===== config.mk =====
export PLATFORM = sky130hd
export DESIGN_NAME = triangle_monitor
export DESIGN_NICKNAME = d
export VERILOG_FILES = /design/src/rtl/triangle_monitor_pkg.sv /design/src/rtl/triangle_monitor_sat_counter.sv /design/src/rtl/triangle_monitor.sv
export SDC_FILE = /design/constraint.sdc
export NUM_CORES = 1
export LEC_CHECK = 0
export ABC_AREA = 0
export BUFFER_PORTS_ARGS = -buffer_cell sky130_fd_sc_hd__buf_2
export CORE_UTILIZATION = 55
export CTS_CLUSTER_DIAMETER = 150
export CTS_CLUSTER_SIZE = 8
export DETAILED_ROUTE_END_ITERATION = 10
export GPL_TIMING_DRIVEN = 0
export PLACE_DENSITY = 0.74
export SYNTH_ARGS = -nofsm -noshare
export SYNTH_HDL_FRONTEND = slang
export SYNTH_HIERARCHICAL = 1
export SYNTH_SLANG_ARGS = --single-unit
export TNS_END_PERCENT = 10

===== constraint.sdc =====
create_clock -name clk -period 8.8 [get_ports clk]
set_input_delay 0.44 -clock clk [delete_from_list [all_inputs] [get_ports clk]]
set_output_delay 0.44 -clock clk [all_outputs]
set_load 0.02 [all_outputs]

===== src/rtl/triangle_monitor_pkg.sv =====
// Shared types for the triangle waveform generator/monitor pair.
package triangle_pkg;

    typedef enum logic [1:0] {
        S_IDLE,
        S_ACQUIRE,
        S_UP,
        S_DOWN
    } monitor_state_t;

    typedef enum logic {
        DIR_DOWN = 1'b0,
        DIR_UP   = 1'b1
    } dir_t;

endpackage


===== src/rtl/triangle_monitor_sat_counter.sv =====
// Saturating up-counter with synchronous clear; clear wins over increment.
module sat_counter #(
    parameter int unsigned W = 8
) (
    input  logic         clk,
    input  logic         rst,
    input  logic         clr,
    input  logic         inc,
    output logic [W-1:0] q
);

    logic [W-1:0] r_q;

    always_ff @(posedge clk or posedge rst) begin
        if (rst) begin
            r_q <= '0;
        end else if (clr) begin
            r_q <= '0;
        end else if (inc && (r_q != '1)) begin
            r_q <= r_q + W'(1);
        end
    end

    assign q = r_q;

endmodule


===== src/rtl/triangle_monitor.sv =====
// Checks a 0..MAX..0 triangle stream: tracks direction, flags peaks/troughs,
// measures the trough-to-trough period and reports illegal steps.
module triangle_monitor
    import triangle_pkg::*;
#(
    parameter int N  = 8,
    parameter int PW = N + 2
) (
    input  logic          clk,
    input  logic          rst,
    input  logic          ena,
    input  logic [N-1:0]  sample,
    output logic          dir,
    output logic          peak,
    output logic          trough,
    output logic [PW-1:0] period,
    output logic          period_valid,
    output logic          locked,
    output logic          error
);

    localparam logic [N-1:0] MAX = '1;

    monitor_state_t r_state;
    logic [N-1:0]   r_prev;
    logic           r_have_trough;
    logic           r_dir;
    logic           r_peak;
    logic           r_trough;
    logic [PW-1:0]  r_period;
    logic           r_period_valid;
    logic           r_locked;
    logic           r_error;

    monitor_state_t w_nxt;
    logic           w_err;
    logic           w_step_up;
    logic           w_step_dn;
    logic           w_peak;
    logic           w_trough;
    logic [PW-1:0]  w_cnt;
    logic [PW-1:0]  w_period_next;
    logic           w_cnt_clr;

    // Guards on prev exclude the MAX<->0 wrap from counting as a unit step.
    assign w_step_up = (r_prev != MAX) && (sample == r_prev + N'(1));
    assign w_step_dn = (r_prev != '0)  && (sample == r_prev - N'(1));

    always_comb begin
        w_nxt = r_state;
        w_err = 1'b0;
        case (r_state)
            S_IDLE: w_nxt = S_ACQUIRE;
            S_ACQUIRE: begin
                if (w_step_up)      w_nxt = S_UP;
                else if (w_step_dn) w_nxt = S_DOWN;
                else                w_err = 1'b1;
            end
            S_UP: begin
                if (w_step_up) begin
                    w_nxt = S_UP;
                end else if ((r_prev == MAX) && w_step_dn) begin
                    w_nxt = S_DOWN;
                end else begin
                    w_nxt = S_ACQUIRE;
                    w_err = 1'b1;
                end
            end
            S_DOWN: begin
                if (w_step_dn) begin
                    w_nxt = S_DOWN;
                end else if ((r_prev == '0) && w_step_up) begin
                    w_nxt = S_UP;
                end else begin
                    w_nxt = S_ACQUIRE;
                    w_err = 1'b1;
                end
            end
            default: begin
                w_nxt = S_ACQUIRE;
                w_err = 1'b1;
            end
        endcase
    end

    // Landing in S_UP/S_DOWN already implies a legal step, and reversals never land on MAX/0.
    assign w_peak   = (w_nxt == S_UP)   && (sample == MAX);
    assign w_trough = (w_nxt == S_DOWN) && (sample == '0);

    assign w_cnt_clr     = ena && (w_err || w_trough);
    assign w_period_next = (w_cnt == '1) ? w_cnt : w_cnt + PW'(1);

    sat_counter #(
        .W (PW)
    ) u_cnt (
        .clk (clk),
        .rst (rst),
        .clr (w_cnt_clr),
        .inc (ena),
        .q   (w_cnt)
    );

    always_ff @(posedge clk or posedge rst) begin
        if (rst) begin
            r_state        <= S_IDLE;
            r_prev         <= '0;
            r_have_trough  <= 1'b0;
            r_dir          <= DIR_DOWN;
            r_peak         <= 1'b0;
            r_trough       <= 1'b0;
            r_period       <= '0;
            r_period_valid <= 1'b0;
            r_locked       <= 1'b0;
            r_error        <= 1'b0;
        end else begin
            r_peak         <= 1'b0;
            r_trough       <= 1'b0;
            r_period_valid <= 1'b0;
            r_error        <= 1'b0;
            if (ena) begin
                r_state  <= w_nxt;
                r_prev   <= sample;
                r_dir    <= (w_nxt == S_UP) ? DIR_UP : DIR_DOWN;
                r_peak   <= w_peak;
                r_trough <= w_trough;
                r_error  <= w_err;
                if (w_err) begin
                    r_have_trough <= 1'b0;
                    r_locked      <= 1'b0;
                end else if (w_trough) begin
                    r_have_trough <= 1'b1;
                    if (r_have_trough) begin
                        r_period       <= w_period_next;
                        r_period_valid <= 1'b1;
                        r_locked       <= 1'b1;
                    end
                end
            end
        end
    end

    assign dir          = r_dir;
    assign peak         = r_peak;
    assign trough       = r_trough;
    assign period       = r_period;
    assign period_valid = r_period_valid;
    assign locked       = r_locked;
    assign error        = r_error;

endmodule

==> results of run 1 <==
registers in the layout (all words and copies together) (netlist names):
name,count
period,10
u_cnt/q,10
r_prev,8
r_state,2
dir,1
error,1
locked,1
peak,1
period_valid,1
r_have_trough,1
trough,1
layout make-up:
type	instances	area [µm²]	area share
plain buffers	17	113	0.0390
clock buffers	6	82.6	0.0286
clock inverters	2	37.5	0.0130
inverters	15	56.3	0.0195
multi-input cells	197	1490	0.515
flip-flops and latches	37	926	0.320
well taps	52	65.1	0.0225
repair buffers	24	120	0.0416
Yosys cell counts, types with 6 or more instances:
library cell,number,share of area
o21ai_0,8,0.015
xor2_1,8,0.027
dfrtp_1,37,0.36
buf_2,6,0.012
and3_1,6,0.015
mux2_4,8,0.046
nand3_1,13,0.025
a21oi_1,9,0.017
mux2_2,9,0.039
xnor2_1,10,0.034
nor2_1,9,0.013
nand2_1,13,0.019
a31oi_1,6,0.015
inv_1,14,0.020
nand4_1,10,0.024
worst min path at each step:
stage          from  slack, ns          to
3_5_place_dp    rst       0.46  u_cnt/q[1]
6_report        rst       0.12  u_cnt/q[1]
5_1_grt         rst       0.16  u_cnt/q[2]
3_3_place_gp    rst       0.45  u_cnt/q[1]
4_1_cts         rst       0.14  u_cnt/q[1]
2_1_floorplan   rst       0.28  u_cnt/q[0]
per-layer routing:
metal,wire length (µm),vias to the layer above,track usage
met5,0,-,0
met4,29,0,0.0578
met3,303,2,0.0584
met2,2570,60,0.395
met1,2690,1063,0.346
li1,-,1039,-
cells by family after synthesis:
kind of cell    after synthesis  synth area share
compound gates               55             0.150
xor+xnor                     19            0.0673
mux                          19            0.0935
buf+inv                      32            0.0654
fa+ha+maj                     5            0.0242
simple gates                 99             0.241
flops                        37             0.358
metrics by stage:
step	total power, mW	instance area [µm²]
2_1_floorplan	0.249	2580
3_3_place_gp	0.268	2770
3_5_place_dp	0.270	2770
4_1_cts	0.427	2890
5_1_grt	0.443	2890
6_report	0.424	2890
worst reg2reg max path, stage by stage, from the launching register on:
cell and delay (ns):
dfrtp_1 0.35, clkbuf_1 0.31, inv_1 0.14, ha_1 0.32, xor2_1 0.19, nand4b_1 0.19, or4_1 0.51, buf_2 0.18
a31oi_1 0.37, nand2_1 0.20, clkbuf_1 0.27, nand3b_1 0.25, a21o_2 0.20, nand3_1 0.07
power by group:
part           switching, mW  internal (mW)
sequential           0.00974          0.177
clock                 0.0631         0.0922
combinational         0.0491         0.0328
==> impl_metrics.yaml, run 1 <==
clock_tree:
  htreeDepth: 2
  path_clk_slew_ns: 0.08
  cts_resized: 0
  cts_hold_buffers: 0
  cts_setup_buffers: 0
  cts_sinks: 37
  cts_inserted_buffers: 5
  cts_tree: "yes"
  clock_latency_ns: 0.29
  cts-root-buf: "clkbuf_8"
  cts-root-to-sink-buffers: 2
final_layout:
  layoutNonFillerInstCount: 350
  area_delta_synth_final_pct: 11.8
  final_util: 0.650
  final_common_cell: "dfrtp_1"
  nets: 313
  nFillCells: 368
  final_cell_mix: "dfrtp_1, buf_2, inv_1, nand3_1, nand2_1"
  drive_gt1_frac: 0.255
  antenna_cells: 0
setup_path:
  critPathTopFamily: "simple AND/OR/NAND/NOR gates"
  slowest_delay_ns: 0.51
  cp-startpoint: "r_prev[0]"
  reg2reg_from: "r_prev[0]"
  cp_max_fo: 10
  slowest_stage: "or4_1"
  reg2reg_setup_slack_ns: 5.19
  cp.arrival_ns: 3.84
  cp_num_cells: 13
  cp_data_required_time_ns: 9.03
  path_cells: "clkbuf_1, inv_1, ha_1, xor2_1, nand4b_1, or4_1, buf_2, a31oi_1, nand2_1, clkbuf_1, nand3b_1, a21o_2, nand3_1"
  worstSetupEndpointType: "flip-flop"
  crit_path_frequent_cell: "clkbuf_1"
  endpoint: "u_cnt/q[1]"
  crit_buf_inv: 4
  r2r_cells: 13
  r2r_end: "u_cnt/q[1]"
  cp-start-kind: "flip-flop"
  worstSetupPathType: "reg -> reg"
synth:
  postSynthCellCount: 266
  syn_area_um2: 2580
  syn_avg_cell_area_um2: 9.71
  ys.flop_type: "dfrtp_1"
  ys_seq_area_frac: 0.358
  synth_edf_count: 0
  synth-seq-cells: 37
  synthArstFlopShare: 1.00
  yosys_warnings: 6
  syn_nets: 282
  yosysUniqueCellTypes: 62
sta:
  finalHoldViolations: 0
  fin_ws_ns: 5.19
  rsz0062_at_grt: "false"
  clock_skew_ns: 0.0118
  max_slew.worst_pin.slew_ns: 1.04
  finalCritPeriodShare: 0.410
  period_needed_ns: 3.61
  finalSetupTns_ns: 0
  fin_hold_ws_ns: 0.121
  max-slew-margin-rel: 0.303
  setup_violations: 0
  slew_violations: 0
  clock.fmax_mhz: 277
die:
  rows: 24
  start_util: 0.581
  dieArea_um2: 4980
  die_h_um: 70.5
  coreArea_um2: 4440
  io_pins: 27
  fp.dieW_um: 70.5
detailed_routing:
  avgViaCountPerCell: 6.18
  first_iter_violations: 147
  vias: 2164
  wl_um: 5590
  drtAntennaViolNets: 0
  route.detailed.drc: 6
  first_pass_iters: 7
  avgRoutedWirePerCell_um: 16.0
grt:
  overflow: 0
  grt_pass1_wl_um: 9760
  grt_antenna_before_repair: 0
  first_global_vias: 2052
  grt_max_degree: 28
  grtUsageTotal: 0.248
placed_design:
  hpwl_um: 4080
  port_buffers: 24
  gp_congestion: 0.916
  dpl_worst_slack_ns: 5.21
  dp.cells: 342
status:
  violations: "DRC"
  status: "complete, but fails checks"
pwr:
  p_leak_nw: 1.28
  power-per-cell-area_nw_per_um2: 147
  ir_drop_v: 0.000119
worst_hold_path:
  hold_class: "in -> async"
flow_run:
  cap_viol_max_count: 0
(Power assumes the default switching activity.)
==> inputs of run 2 (changes only) <==
Settings changed: CORE_UTILIZATION 55 to 53, PLACE_DENSITY 0.74 to 0.75.
Clock period 8.8 ns to 3.3 ns, I/O delays scaled along.
==> impl_metrics.yaml, run 2 (same netlist as run 1, synthesis figures left out) <==
setup_path:
  cp-start-kind: "flip-flop"
  cp_max_fo: 6
  reg2reg_from: "r_prev[0]"
  worstSetupEndpointType: "flip-flop"
  worstSetupPathType: "reg -> reg"
  cp_data_required_time_ns: 3.54
  cp.arrival_ns: 3.42
  cp-startpoint: "r_prev[0]"
final_layout:
  layoutNonFillerInstCount: 354
  final_common_cell: "dfrtp_1"
  multiInputGateArea_um2: 1540
  final_util: 0.629
  nets: 316
  area_delta_synth_final_pct: 14.3
  drive_gt1_frac: 0.290
  final_cell_mix: "dfrtp_1, buf_2, inv_1, nand3_1, nand2_1"
  nFillCells: 371
  regArea_um2: 926
  antenna_cells: 0
sta:
  slew_violations: 0
  clock_skew_ns: 0.0126
  finalHoldViolations: 0
  max-slew-margin-rel: 0.349
  max_slew.worst_pin.slew_ns: 0.975
  setup_violations: 0
  clock.fmax_mhz: 314
  finalCritPeriodShare: 0.965
  fin_ws_ns: 0.117
  fin_hold_ws_ns: 0.173
  period_needed_ns: 3.18
pwr:
  power-per-cell-area_nw_per_um2: 371
  p_leak_nw: 1.30
  ir_drop_v: 0.000200
  finalPower_mw: 1.09
placed_design:
  dpl_worst_slack_ns: -0.278
  gp_congestion: 0.866
  port_buffers: 24
  hpwl_um: 3970
  dp.cells: 344
worst_hold_path:
  hold_class: "in -> reg"
  hold_start: "sample[3]"
die:
  fp.dieW_um: 71.8
  dieArea_um2: 5160
  coreArea_um2: 4690
  die_h_um: 71.8
  io_pins: 27
  start_util: 0.551
  rows: 25
grt:
  grt_pass1_wl_um: 9080
  grt_max_degree: 28
  grtUsageTotal: 0.223
  grt_antenna_before_repair: 0
  overflow: 0
  first_global_vias: 1940
flow_run:
  cap_viol_max_count: 0
clock_tree:
  cts-root-to-sink-buffers: 2
  cts-root-buf: "clkbuf_8"
  cts_tree: "yes"
  clock_latency_ns: 0.29
  htreeDepth: 2
  cts_sinks: 37
  path_clk_slew_ns: 0.08
  cts_inserted_buffers: 5
detailed_routing:
  vias: 2110
  route.detailed.drc: 0
  first_iter_violations: 130
  avgRoutedWirePerCell_um: 15.4
  wl_um: 5460
  avgViaCountPerCell: 5.96
  first_pass_iters: 5
  drtAntennaViolNets: 0
status:
  status: "finished, final reports clean"
==> run 2: routing by layer <==
metal / GRT usage / part of all wire
met2: 0.330 / 0.45
met5: 0 / 0
met4: 0.0675 / 0.0097
met1: 0.325 / 0.49
met3: 0.0492 / 0.043
==> run 2: worst max-delay path, stage by stage (launching register included) <==
cell,delay [ns]
dfrtp_1,0.36
clkbuf_2,0.21
inv_1,0.10
ha_1,0.31
xor2_1,0.19
nand4b_1,0.19
or4_1,0.50
buf_2,0.19
a31oi_4,0.25
nand2_2,0.11
or3b_2,0.49
o2bb2ai_1,0.14
or3_1,0.10
==> run 2: timing repair <==
| item | in CTS | in global routing |
|---|---|---|
| setup endpoints to repair | 7 | 7 |
| resized for setup | 3 | 10 |
| hold endpoints to repair | 10 | 0 |
| hold buffers | 1 | 0 |
| pin swaps | 0 | 2 |
| gates cloned | 0 | 0 |
| buffers inserted | 0 | 2 |
==> run 2: final cells by class <==
class	count	area share
Timing Repair Buffer	27	0.0492
Clock inverter	2	0.0119
Buffer	17	0.0390
Inverter	15	0.0191
Tap cell	54	0.0229
Clock buffer	5	0.0233
Multi-Input combinational cell	197	0.521
Sequential cell	37	0.314
==> run 2: final timing paths <==
check | endpoint | slack (ns) | depth (start not counted)
max reg2reg | u_cnt/q[0] | 0.12 | 12
min | r_prev[3] | 0.17 | 3
max | u_cnt/q[0] | 0.12 | 12
min reg2reg | locked | 0.47 | 1
max in group asynchronous | r_prev[3] | 2.04 | 3
min in group asynchronous | u_cnt/q[9] | 0.40 | 3
==> run 2: power breakdown <==
group / leakage [nW] / internal [mW] / total, mW / switching [mW]
combinational: 0.764 / 0.0916 / 0.224 / 0.132
clock: 0.0540 / 0.220 / 0.374 / 0.154
sequential: 0.485 / 0.471 / 0.497 / 0.0257
==> run 2: per-stage QoR <==
stage / area (µm²) / TNS [ns]
floorplan: 2580 / 0
global placement: 2770 / -0.609
detailed placement: 2770 / -0.748
CTS: 2890 / 0
global route: 2950 / -0.0151
finish: 2950 / 0
